### src/rtl/prog_loader.sv
// Boot-time program loader: streams a header, the data BRAM image, then the instruction BRAM image.
// Optional trailer checksum stage enabled by defining PROG_LOADER_CHECKSUM_EN.
module prog_loader #(
  parameter int DATA_WIDTH = 32,
  parameter int ADDR_WIDTH = 10,
  parameter int I_DEPTH    = 256,
  parameter int D_DEPTH    = 256
) (
  input  logic                  clk,
  input  logic                  rst,
  input  logic                  start,
  input  logic                  s_valid,
  input  logic [DATA_WIDTH-1:0] s_data,
  output logic                  s_ready,
  output logic [ADDR_WIDTH-1:0] i_w_addr,
  output logic [DATA_WIDTH-1:0] i_w_dat,
  output logic                  i_w_enb,
  output logic [ADDR_WIDTH-1:0] d_w_addr,
  output logic [DATA_WIDTH-1:0] d_w_dat,
  output logic                  d_w_enb,
  output logic                  d_bram_init_done,
  output logic                  pc_stall,
  output logic                  busy,
  output logic                  error
);

  typedef enum logic [2:0] {
    ST_IDLE,
    ST_HEADER,
    ST_DATA,
    ST_INSTR,
`ifdef PROG_LOADER_CHECKSUM_EN
    ST_CSUM,
`endif
    ST_RUN,
    ST_ERROR
  } state_t;

  localparam logic [16:0] LP_I_DEPTH = 17'(I_DEPTH);
  localparam logic [16:0] LP_D_DEPTH = 17'(D_DEPTH);

  state_t                  r_state, w_next;
  logic [15:0]             r_n_instr, r_n_data, r_cnt;
  logic [ADDR_WIDTH-1:0]   r_i_w_addr, r_d_w_addr;
  logic [DATA_WIDTH-1:0]   r_i_w_dat, r_d_w_dat;
  logic                    r_i_w_enb, r_d_w_enb;
`ifdef PROG_LOADER_CHECKSUM_EN
  logic [DATA_WIDTH-1:0]   r_sum;
`endif

  logic        w_xfer, w_start, w_busy, w_hdr_bad, w_last_d, w_last_i;
  logic [15:0] w_hdr_ni, w_hdr_nd;
  logic [17:0] w_byte;

  assign w_busy   = (r_state == ST_HEADER) || (r_state == ST_DATA) || (r_state == ST_INSTR)
`ifdef PROG_LOADER_CHECKSUM_EN
                 || (r_state == ST_CSUM)
`endif
                 ;
  assign w_xfer    = s_valid & w_busy;
  assign w_start   = start & ~w_busy;
  assign w_hdr_ni  = s_data[31:16];
  assign w_hdr_nd  = s_data[15:0];
  assign w_hdr_bad = (w_hdr_ni == '0) || ({1'b0, w_hdr_ni} > LP_I_DEPTH) ||
                     ({1'b0, w_hdr_nd} > LP_D_DEPTH);
  assign w_last_d  = (r_cnt == r_n_data - 16'd1);
  assign w_last_i  = (r_cnt == r_n_instr - 16'd1);
  assign w_byte    = {r_cnt, 2'b00};

  assign s_ready          = w_busy;
  assign busy             = w_busy;
  assign pc_stall         = (r_state != ST_RUN);
  assign error            = (r_state == ST_ERROR);
  assign d_bram_init_done = (r_state == ST_INSTR) || (r_state == ST_RUN)
`ifdef PROG_LOADER_CHECKSUM_EN
                         || (r_state == ST_CSUM)
`endif
                         ;
  assign i_w_addr = r_i_w_addr;
  assign i_w_dat  = r_i_w_dat;
  assign i_w_enb  = r_i_w_enb;
  assign d_w_addr = r_d_w_addr;
  assign d_w_dat  = r_d_w_dat;
  assign d_w_enb  = r_d_w_enb;

  always_ff @(posedge clk or posedge rst) begin
    if (rst) r_state <= ST_IDLE;
    else     r_state <= w_next;
  end

  always_comb begin
    w_next = r_state;
    case (r_state)
      ST_IDLE, ST_RUN, ST_ERROR: if (start) w_next = ST_HEADER;
      ST_HEADER: if (w_xfer) begin
        if (w_hdr_bad)           w_next = ST_ERROR;
        else if (w_hdr_nd == '0) w_next = ST_INSTR;
        else                     w_next = ST_DATA;
      end
      ST_DATA:  if (w_xfer && w_last_d) w_next = ST_INSTR;
`ifdef PROG_LOADER_CHECKSUM_EN
      ST_INSTR: if (w_xfer && w_last_i) w_next = ST_CSUM;
      ST_CSUM:  if (w_xfer) w_next = (s_data == r_sum) ? ST_RUN : ST_ERROR;
`else
      ST_INSTR: if (w_xfer && w_last_i) w_next = ST_RUN;
`endif
      default:  w_next = ST_IDLE;
    endcase
  end

  // Write strobes are single-cycle; address/data hold their last value between writes.
  always_ff @(posedge clk or posedge rst) begin
    if (rst) begin
      r_n_instr  <= '0;
      r_n_data   <= '0;
      r_cnt      <= '0;
      r_i_w_addr <= '0;
      r_i_w_dat  <= '0;
      r_i_w_enb  <= 1'b0;
      r_d_w_addr <= '0;
      r_d_w_dat  <= '0;
      r_d_w_enb  <= 1'b0;
`ifdef PROG_LOADER_CHECKSUM_EN
      r_sum      <= '0;
`endif
    end else begin
      r_i_w_enb <= 1'b0;
      r_d_w_enb <= 1'b0;
      if (w_start) begin
        r_cnt <= '0;
`ifdef PROG_LOADER_CHECKSUM_EN
        r_sum <= '0;
`endif
      end
      if (w_xfer) begin
        case (r_state)
          ST_HEADER: begin
            r_n_instr <= w_hdr_ni;
            r_n_data  <= w_hdr_nd;
            r_cnt     <= '0;
          end
          ST_DATA: begin
            r_d_w_enb  <= 1'b1;
            r_d_w_addr <= w_byte[ADDR_WIDTH-1:0];
            r_d_w_dat  <= s_data;
            r_cnt      <= w_last_d ? '0 : r_cnt + 16'd1;
`ifdef PROG_LOADER_CHECKSUM_EN
            r_sum      <= r_sum + s_data;
`endif
          end
          ST_INSTR: begin
            r_i_w_enb  <= 1'b1;
            r_i_w_addr <= w_byte[ADDR_WIDTH-1:0];
            r_i_w_dat  <= s_data;
            r_cnt      <= w_last_i ? '0 : r_cnt + 16'd1;
`ifdef PROG_LOADER_CHECKSUM_EN
            r_sum      <= r_sum + s_data;
`endif
          end
          default: ;
        endcase
      end
    end
  end

endmodule
### config.mk
export PLATFORM = sky130hd
export DESIGN_NAME = prog_loader
export DESIGN_NICKNAME = d
export VERILOG_FILES = /design/src/rtl/prog_loader.sv
export SDC_FILE = /design/constraint.sdc
export NUM_CORES = 1
export LEC_CHECK = 0
export BUFFER_PORTS_ARGS = -buffer_cell sky130_fd_sc_hd__buf_2
export CAP_MARGIN = 10
export CORE_MARGIN = 2
export CORE_UTILIZATION = 35
export CTS_BUF_LIST = sky130_fd_sc_hd__clkbuf_8
export CTS_CLUSTER_SIZE = 30
export DETAILED_ROUTE_END_ITERATION = 8
export MAX_ROUTING_LAYER = met4
export PLACE_DENSITY = 0.51
export SLEW_MARGIN = 40
export SYNTH_ARGS = -nofsm -noshare
export SYNTH_HDL_FRONTEND = slang
export SYNTH_SLANG_ARGS = --single-unit
export TNS_END_PERCENT = 100
### constraint.sdc
create_clock -name clk -period 7.95 [get_ports clk]
set_clock_uncertainty 0.05 [all_clocks]
set_input_delay 0.3975 -clock clk [delete_from_list [all_inputs] [get_ports clk]]
set_output_delay 0.3975 -clock clk [all_outputs]
set_load 0.02 [all_outputs]
==> results.toml, run 1 <==
[global_routing]
grt_pass1_vias = 5155
grt_pass1_wl_mm = 27.88
gr-total-overflow = 0
grt_use_total_pct = 18.48
grt_max_degree = 75
antenna_found_initial = 1

[timing]
slew_headroom_pct = 46.09
fmax_mhz = 269.9
fin_crit_sh_pct = 46.60
setup_violations = 0
rsz0062_at_grt = "no"
tightestPinTransition_ns = 0.8013
hold_viol_final = 0
slew_violations = 0
min_period_ns = 3.705
setup_tns_ns = 0
holdWs_ns = 0.1418

[cts]
clock_latency_ns = 0.44
clock_path_buffers = 2
htreeDepth = 4
cts_buffers = 17
clk_pin_slew_worst_paths_ns = 0.08
cts_tree = "yes"
cts_sinks = 133
cts_root_buf = "clkbuf_8"

[synthesis]
ys_types = 62
synth.top_cell.area_share_pct = 50.80
yosysTopAreaCell = "dfrtp_1"
synth_edf_count = 0
ys.flop_type = "dfrtp_1"
synth.area.top_cells = "dfrtp_1 (51%), mux2_2 (12%), nand2_1 (8.4%), xnor2_1 (3.2%), xor2_1 (2.0%)"
yosys_warnings = 0
syn-cell-area_sq_um = 6551
async_reset_ff_share_pct = 100.0
syn_inst = 639
seq_area_frac_synth_pct = 50.80
synth.avg_cell_area_sq_um = 10.25
synth.most_common_cell = "nand2_1"
synth_seq_cells = 133
ys_top_cells_by_count = "nand2_1 (146), dfrtp_1 (133), mux2_2 (68)"

[routing]
viasPerCell = 5.149
first_pass_iters = 4
wirelength_mm = 17.18
wire_per_inst_um = 17.25
drc_errors = 0
drtIter0Drc = 262
postRouteAntennaNets = 0
vias = 5128

[layout]
fin_util_pct = 42.16
nets = 787
drive_gt1_share_pct = 30.62
final_cells = 996
syn_to_final_growth_pct = 19.16
num-fill-cells = 1819

[floorplanning]
coreArea_sq_um = 18520
dieArea_sq_um = 19830
fp.dieH_um = 140.8
initial_core_util_pct = 35.38
die_x_um = 140.8
rows = 50
top_level_ports = 127

[power_and_ir_drop]
peakVddDrop_mv = 0.1056
power_density_nw_per_um2 = 266.9
power_mw = 2.084
cellLeakagePower_nw = 4.041

[worst_setup_path]
reg2reg_depth = 10
cp-start-kind = "flop"
required_ns = 8.24
worstPathArrival_ns = 3.99
r2r-start = "r_n_data[0]"
criticalPathCategory = "flop to flop"
worstSetupEndpointType = "flop"
r2r-end = "r_cnt[14]"
crit_fanout = 28
worst-r2r-setup-slack_ns = 4.25
crit_start = "r_n_data[0]"

[outcome]
status = "complete, no violations"

[min_path]
min_path_cells = 3
hold_path.startpoint = "s_data[29]"
min_to = "i_w_dat[29]"
min_path_type = "input pin to flop"

[placed_design]
place_hpwl_mm = 11.96
dp.cells = 962
place_congestion = 0.9001
numPortBuffers = 122

[flow_run]
max_cap_viol_count = 0
-- timing repair --
item,4_1_cts,5_1_grt
hold endpoints to repair,59,0
resized for setup,0,0
hold buffers,1,0
setup buffers,0,0
-- sequential cells by signal, summed over array words and instances, names as in the netlist, 3 cells and up --
name	flops
i_w_addr	8
d_w_addr	8
r_cnt	16
r_state	3
d_w_dat	32
i_w_dat	32
r_n_instr	16
r_n_data	16
-- logic make-up (layout without fill, tap and decap cells) --
logic type | count (synthesis) | in the layout | share of synthesized area (%)
AO/OA/AOI/OAI | 75 | 75 | 8.098
XOR/XNOR | 39 | 39 | 5.214
adder cells (fa/ha/maj) | 3 | 3 | 0.5730
buffers and inverters | 52 | 171 | 3.457
flip-flops | 133 | 133 | 50.80
multiplexers | 72 | 72 | 12.30
other | 1 | 5 | 0.05724
AND/OR/NAND/NOR | 264 | 264 | 19.50
-- how the worst max path moves through the flow --
stage             endpoint  slack, ns  cells after the start
3_5_place_dp     r_cnt[14]       4.33                     10
3_3_place_gp      r_cnt[3]       4.43                      8
4_1_cts          r_cnt[14]       4.28                     10
2_1_floorplan  d_w_addr[2]       3.95                      1
6_report         r_cnt[14]       4.25                     10
5_1_grt          r_cnt[11]       3.92                     10
-- power breakdown --
| group | total, mW | switching, mW | internal [mW] |
|---|---|---|---|
| combinational | 0.537 | 0.281 | 0.256 |
| sequential | 0.895 | 0.132 | 0.763 |
| clock | 0.652 | 0.275 | 0.377 |
| total | 2.08 | 0.688 | 1.40 |
-- stage by stage --
step,worst slack (ns),instance area [sq um]
2_1_floorplan,3.948,6563
3_3_place_gp,4.427,7328
3_5_place_dp,4.326,7333
4_1_cts,4.283,7804
5_1_grt,3.921,7806
6_report,4.245,7806
-- cell type report --
cell class | instances | area (sq um) | share of cell area [%]
Clock inverter | 11 | 171.4 | 2.196
Tap cell | 234 | 292.8 | 3.751
Inverter | 10 | 42.54 | 0.5450
Timing Repair Buffer | 129 | 669.4 | 8.575
Multi-Input combinational cell | 457 | 3010 | 38.56
Clock buffer | 21 | 289.0 | 3.703
Antenna cell | 1 | 2.502 | 0.03206
Sequential cell | 133 | 3328 | 42.63
-- critical path, cell delays in order, from the launching register on --
cell and delay, ns:
dfrtp_1 0.43, inv_1 0.09, ha_1 0.24, nor3b_1 0.53, or4bb_1 0.56, o2bb2ai_1 0.17, nor4bb_1 0.32, nand4_1 0.20
a22oi_4 0.58, o21ai_0 0.21, a21o_1 0.21
-- placed cells by master (no fill, tap or decap), drive strengths merged, types with 14 or more instances in the layout --
master,netlist,layout
buf,12,128
clkbuf,30,21
dfrtp,133,133
mux2,68,68
nand2,146,146
nor2,17,17
nor3b,14,14
nor4,16,16
o21ai,22,22
xnor2,24,24
xor2,15,15
-- layer usage --
layer | vias to the layer above | share of wire [%] | global-route usage [%] | routed length (um)
li1 | 2443 | - | - | -
met1 | 2548 | 47 | 24.53 | 7989
met2 | 120 | 47 | 28.37 | 8094
met3 | 17 | 4.8 | 3.906 | 822
met4 | 0 | 1.6 | 6.211 | 269
met5 | - | 0 | - | 0
Power figures use the tool's default switching activity.
==> run 2, diff against run 1 <==
- clock period: 7.95 -> 3.76 ns (I/O delays scaled with it)
==> run 2 against run 1 <==
Compared with the run above:
- power increased by 110%
- sequential share of layout area fell by 1.8 points
- combinational power rose by 120%
- clock-buffer cell count unchanged
- non-clock buffer count grew 38
- utilization rose by 1.9 points
- first-iteration DRC count rose by 39%
- critical path depth fell by 1
- hold slack gained 0.0048 ns
- register-to-register slack lost 4.0 ns
- via count increased by 2.6%
- final cell count grew 3.6%
- critical path type unchanged
- largest cell class unchanged
- highest routed layer unchanged
==> results.toml, run 2 (synthesis results as in run 1) <==
[outcome]
status = "complete, no violations"

[power_and_ir_drop]
power_mw = 4.345
peakVddDrop_mv = 0.2475
power_density_nw_per_um2 = 533.0
switchingPower_mw = 1.438
switching_share_pct = 33.09
p_seq_share_pct = 43.5
p_int_mw = 2.907
pwr-share-comb_pct = 27.3
power.share.clock_pct = 29.2
cellLeakagePower_nw = 4.187

[layout]
drive_gt1_share_pct = 29.70
fin_util_pct = 44.02
final_cell_mix = "nand2_1 (145), dfrtp_1 (133), buf_2 (122)"
register_area_sq_um = 3328
multi_input_area_sq_um = 3012
layout.cells.most_common = "nand2_1"
num-fill-cells = 1759
diodes = 0
nets = 825
syn_to_final_growth_pct = 24.43
final_cells = 1032

[cts]
cts_hold_buf = 34
cts_resized = 0
cts_sinks = 133
clk_pin_slew_worst_paths_ns = 0.07
clock_path_buffers = 2
post_cts.repair.setup_buffers = 0
htreeDepth = 4
cts_tree = "yes"
cts_root_buf = "clkbuf_8"
clock_latency_ns = 0.45
cts_buffers = 17

[routing]
viasPerCell = 5.099
postRouteAntennaNets = 0
wire_per_inst_um = 16.96
first_pass_iters = 5
drc_errors = 0
wirelength_mm = 17.50
drtIter0Drc = 365
vias = 5262

[global_routing]
antenna_found_initial = 0
grt_use_total_pct = 18.90
grt_max_degree = 105
gr-total-overflow = 0
grt_pass1_vias = 5480
grt_pass1_wl_mm = 28.66

[timing]
setup_tns_ns = 0
setup_violations = 0
rsz0062_at_grt = "no"
worst_slack_ns = 0.2356
fin_crit_sh_pct = 93.73
hold_viol_final = 0
min_period_ns = 3.524
slew_headroom_pct = 46.71
slew_violations = 0
fmax_mhz = 283.7
tightestPinTransition_ns = 0.7921

[floorplanning]
die_x_um = 140.8
top_level_ports = 127
coreArea_sq_um = 18520
fp.dieH_um = 140.8
initial_core_util_pct = 35.38
dieArea_sq_um = 19830
rows = 50

[flow_run]
max_cap_viol_count = 0

[placed_design]
dpl_worst_slack_ns = 0.2451
place_congestion = 0.9254
place_hpwl_mm = 12.22
numPortBuffers = 122
dp.cells = 967

[worst_setup_path]
crit_fanout = 17
worstSetupEndpointType = "flop"
criticalPathCategory = "flop to flop"
cp-start-kind = "flop"
required_ns = 4.04
worstPathArrival_ns = 3.81

[min_path]
min_path_type = "input pin to flop"
-- run 2: metrics by stage --
step / instance area, sq um / hold slack [ns]
3_5_place_dp: 7392 / 0.2688
4_1_cts: 8152 / 0.1303
2_1_floorplan: 6566 / 0.2434
5_1_grt: 8152 / 0.1862
3_3_place_gp: 7392 / 0.2722
6_report: 8152 / 0.1466
-- run 2: area by class of cell --
| class | count | area share (%) |
|---|---|---|
| Inverter | 10 | 0.5065 |
| Clock buffer | 21 | 3.546 |
| Multi-Input combinational cell | 457 | 36.95 |
| Clock inverter | 10 | 1.596 |
| Tap cell | 234 | 3.592 |
| Timing Repair Buffer | 167 | 12.99 |
| Sequential cell | 133 | 40.83 |
-- run 2: critical path, cell delays in order, from the launching register on --
cell and delay, ns:
dfrtp_1 0.48, or4_4 0.59, or3_1 0.38, a211o_1 0.30
a22o_1 0.22, a2111o_1 0.49, a22oi_4 0.42, buf_12 0.19
o21ai_0 0.10, a21o_1 0.20
-- run 2: final timing paths --
path / start / cells past startpoint / end / slack (ns)
setup / recovery: r_n_instr[8] / 9 / r_cnt[11] / 0.24
max in group asynchronous: rst / 4 / r_cnt[10] / 2.37
min in group asynchronous: rst / 3 / i_w_dat[5] / 0.33
setup reg to reg: r_n_instr[8] / 9 / r_cnt[11] / 0.24
hold / removal: start / 4 / r_cnt[15] / 0.15
hold reg to reg: i_w_addr[9] / 2 / i_w_addr[9] / 0.43
-- run 2: metal layers --
metal  global-route usage [%]  share of wire, %  wire length (um)
met1                    24.63                46              8046
met2                    29.27                47              8217
met3                    3.702               5.0               875
met4                    7.368               2.1               359
met5                        -                 0                 0
-- run 2: power by group through the flow --
| stage | clock network, mW | registers (mW) | logic, mW |
|---|---|---|---|
| 6_report | 1.27 | 1.89 | 1.19 |
| 5_1_grt | 1.37 | 1.92 | 1.32 |
| 4_1_cts | 1.31 | 1.89 | 1.19 |
| 3_5_place_dp | 0 | 1.91 | 1.15 |
| 3_3_place_gp | 0 | 1.90 | 1.12 |
| 2_1_floorplan | 0 | 1.81 | 0.932 |
==> run 3, diff against run 2 <==
- ABC_AREA: unset -> 1
- ABC_CLOCK_PERIOD_IN_PS: unset -> 3760
- PLACE_DENSITY: 0.51 -> 0.5
==> run 3 against run 2 <==
Compared with the run above:
- highest routed layer unchanged
- final cell count is 33% higher
- sequential power grew 3%
- synthesized cell count up 50%
- utilization fell by 1.3 points
- critical path type unchanged
- largest power group unchanged
==> results.toml, run 3 <==
[outcome]
status = "complete, no violations"

[routing]
vias = 6425
drc_errors = 0
wire_per_inst_um = 14.70
viasPerCell = 4.690
first_pass_iters = 5
wirelength_mm = 20.13
drtIter0Drc = 348
postRouteAntennaNets = 0

[timing]
worst_slack_ns = 1.454
setup_tns_ns = 0
rsz0062_at_grt = "no"
slew_headroom_pct = 55.28
hold_viol_final = 0
fin_crit_sh_pct = 61.33
fmax_mhz = 433.7
tightestPinTransition_ns = 0.6708
setup_violations = 0
min_period_ns = 2.306
slew_violations = 0

[cts]
cts_root_buf = "clkbuf_8"
htreeDepth = 4
cts_buffers = 17
clock_latency_ns = 0.46
clk_pin_slew_worst_paths_ns = 0.09
clock_path_buffers = 2
cts_hold_buf = 20
cts_sinks = 133
cts_resized = 0
post_cts.repair.setup_buffers = 0
cts_tree = "yes"

[power_and_ir_drop]
p_seq_share_pct = 38.3
power_density_nw_per_um2 = 590.2
pwr-share-comb_pct = 37.1
switching_share_pct = 43.36
cellLeakagePower_nw = 4.548
p_int_mw = 2.878
peakVddDrop_mv = 0.3084
switchingPower_mw = 2.203
power.share.clock_pct = 24.6

[worst_setup_path]
crit_fanout = 16
path_delay_family = "simple AND/OR/NAND/NOR gates"
crit_chain = "inv_1 > ha_1 > nand2_1 > nor2_1 > nand2_1 > nand2_1 > nand3_1 > nor2_1 > nand3_1 > nor2_1 > nand2_1 > nand2_4 > nand2_4 > nand3_1 > nand2_1"
criticalPathCategory = "flop to flop"
worstSetupEndpointType = "flop"
cpMostUsedCell = "nand2_1"
worstPathArrival_ns = 2.59
required_ns = 4.05
cpMaxStageDelayCell = "dfrtp_1"
cp_num_buf_inv = 1
slowest_delay_ns = 0.40
cp-start-kind = "flop"
worst-r2r-setup-slack_ns = 1.45

[synthesis]
synth_seq_cells = 133
syn-cell-area_sq_um = 7182
seq_area_frac_synth_pct = 46.34
synth.avg_cell_area_sq_um = 7.473
yosysTopAreaCell = "dfrtp_1"
ys_types = 35
synth_edf_count = 0
async_reset_ff_share_pct = 100.0
syn_inst = 961
synth.area.top_cells = "dfrtp_1 (46%), nand2_1 (16%), o21ai_0 (7.7%), inv_1 (5.6%), nand3_1 (4.3%)"
synth.most_common_cell = "nand2_1"
synth.top_cell.area_share_pct = 46.34
yosys_warnings = 0
ys.flop_type = "dfrtp_1"
ys_top_cells_by_count = "nand2_1 (298), dfrtp_1 (133), o21ai_0 (111)"

[layout]
diodes = 0
drive_gt1_share_pct = 18.27
syn_to_final_growth_pct = 19.88
final_cell_mix = "nand2_1 (297), dfrtp_1 (133), buf_2 (122)"
nets = 1126
num-fill-cells = 2147
layout.cells.most_common = "nand2_1"

[floorplanning]
rows = 52
fp.dieH_um = 147.2
initial_core_util_pct = 35.61
top_level_ports = 127
coreArea_sq_um = 20170
die_x_um = 147.2
dieArea_sq_um = 21680

[min_path]
min_path_type = "input pin to flop"

[flow_run]
max_cap_viol_count = 0

[global_routing]
grt_pass1_vias = 6112
grt_pass1_wl_mm = 32.89
grt_use_total_pct = 19.91
antenna_found_initial = 0
grt_max_degree = 134
gr-total-overflow = 0

[placed_design]
numPortBuffers = 122
place_congestion = 0.8799
dpl_worst_slack_ns = 1.471
place_hpwl_mm = 14.46
[run 3: cell count changes after synthesis, sizes merged, moves of 15 or more]
| cell | before | now |
|---|---|---|
| inv | 9 | 112 |
| mux2 | 68 | 0 |
| nand2 | 146 | 313 |
| nand3 | 13 | 67 |
| nor2 | 17 | 96 |
| nor4 | 16 | 1 |
| o21ai | 22 | 120 |
[run 3: kinds of logic after synthesis]
kind of cell / count (synthesis) / synth area share (%)
compound gates: 133 / 9.373
flops: 133 / 46.34
xor+xnor: 29 / 3.920
fa+ha+maj: 3 / 0.5227
simple gates: 507 / 30.94
buf+inv: 155 / 8.850
other cells: 1 / 0.05221
[run 3: path summary, 6_finish.rpt]
path                                  start  cells after the start            to
worst min-delay path             s_data[22]                      3  r_n_instr[6]
worst max-delay path            r_n_data[0]                     15      r_cnt[3]
worst min register to register  d_w_dat[28]                      2   d_w_dat[28]
min in group asynchronous               rst                      4    d_w_dat[7]
worst max register to register  r_n_data[0]                     15      r_cnt[3]
max in group asynchronous               rst                      5      r_cnt[5]
[run 3: worst register-to-register path, stage by stage (launching register included)]
cell	delay, ns
dfrtp_1	0.40
inv_1	0.11
ha_1	0.25
nand2_1	0.12
nor2_1	0.16
nand2_1	0.11
nand2_1	0.08
nand3_1	0.09
nor2_1	0.10
nand3_1	0.09
nor2_1	0.09
nand2_1	0.09
nand2_4	0.10
nand2_4	0.17
nand3_1	0.13
nand2_1	0.05
[run 3: power groups by stage]
stage | registers [mW] | clock network [mW] | logic, mW
after floorplan | 1.91 | 0 | 1.45
after global placement | 1.97 | 0 | 1.87
after detailed placement | 1.97 | 0 | 1.86
after CTS | 1.94 | 1.28 | 1.89
after global routing | 1.98 | 1.36 | 2.17
final | 1.95 | 1.25 | 1.88
[run 3: metal layers]
| layer | track usage, % | up-vias | routed length [um] |
|---|---|---|---|
| met4 | 6.442 | 0 | 365 |
| met1 | 28.79 | 2971 | 10270 |
| li1 | - | 3273 | - |
| met5 | - | - | 0 |
| met3 | 4.193 | 23 | 923 |
| met2 | 27.80 | 158 | 8572 |
[run 3: layout make-up]
class / count / area (sq um) / area share, %
timing repair buffer: 146 / 873.3 / 10.14
inverter: 113 / 430.4 / 4.999
sequential: 133 / 3328 / 38.66
clock buffer: 18 / 247.7 / 2.877
clock inverter: 14 / 155.1 / 1.802
multi-input combinational: 676 / 3237 / 37.60
tap: 270 / 337.8 / 3.924
[run 3: through the flow]
step	power [mW]	std cells	cell area [sq um]	hold WS [ns]	util, %
2_1_floorplan	3.362	964	7197	0.3011	-
3_3_place_gp	3.840	1317	7971	0.4150	39.52
3_5_place_dp	3.835	1317	7979	0.4185	39.56
4_1_cts	5.117	1369	8582	0.001297	42.55
5_1_grt	5.518	1370	8610	0.007614	42.69
6_report	5.081	1370	8610	0.01001	42.69
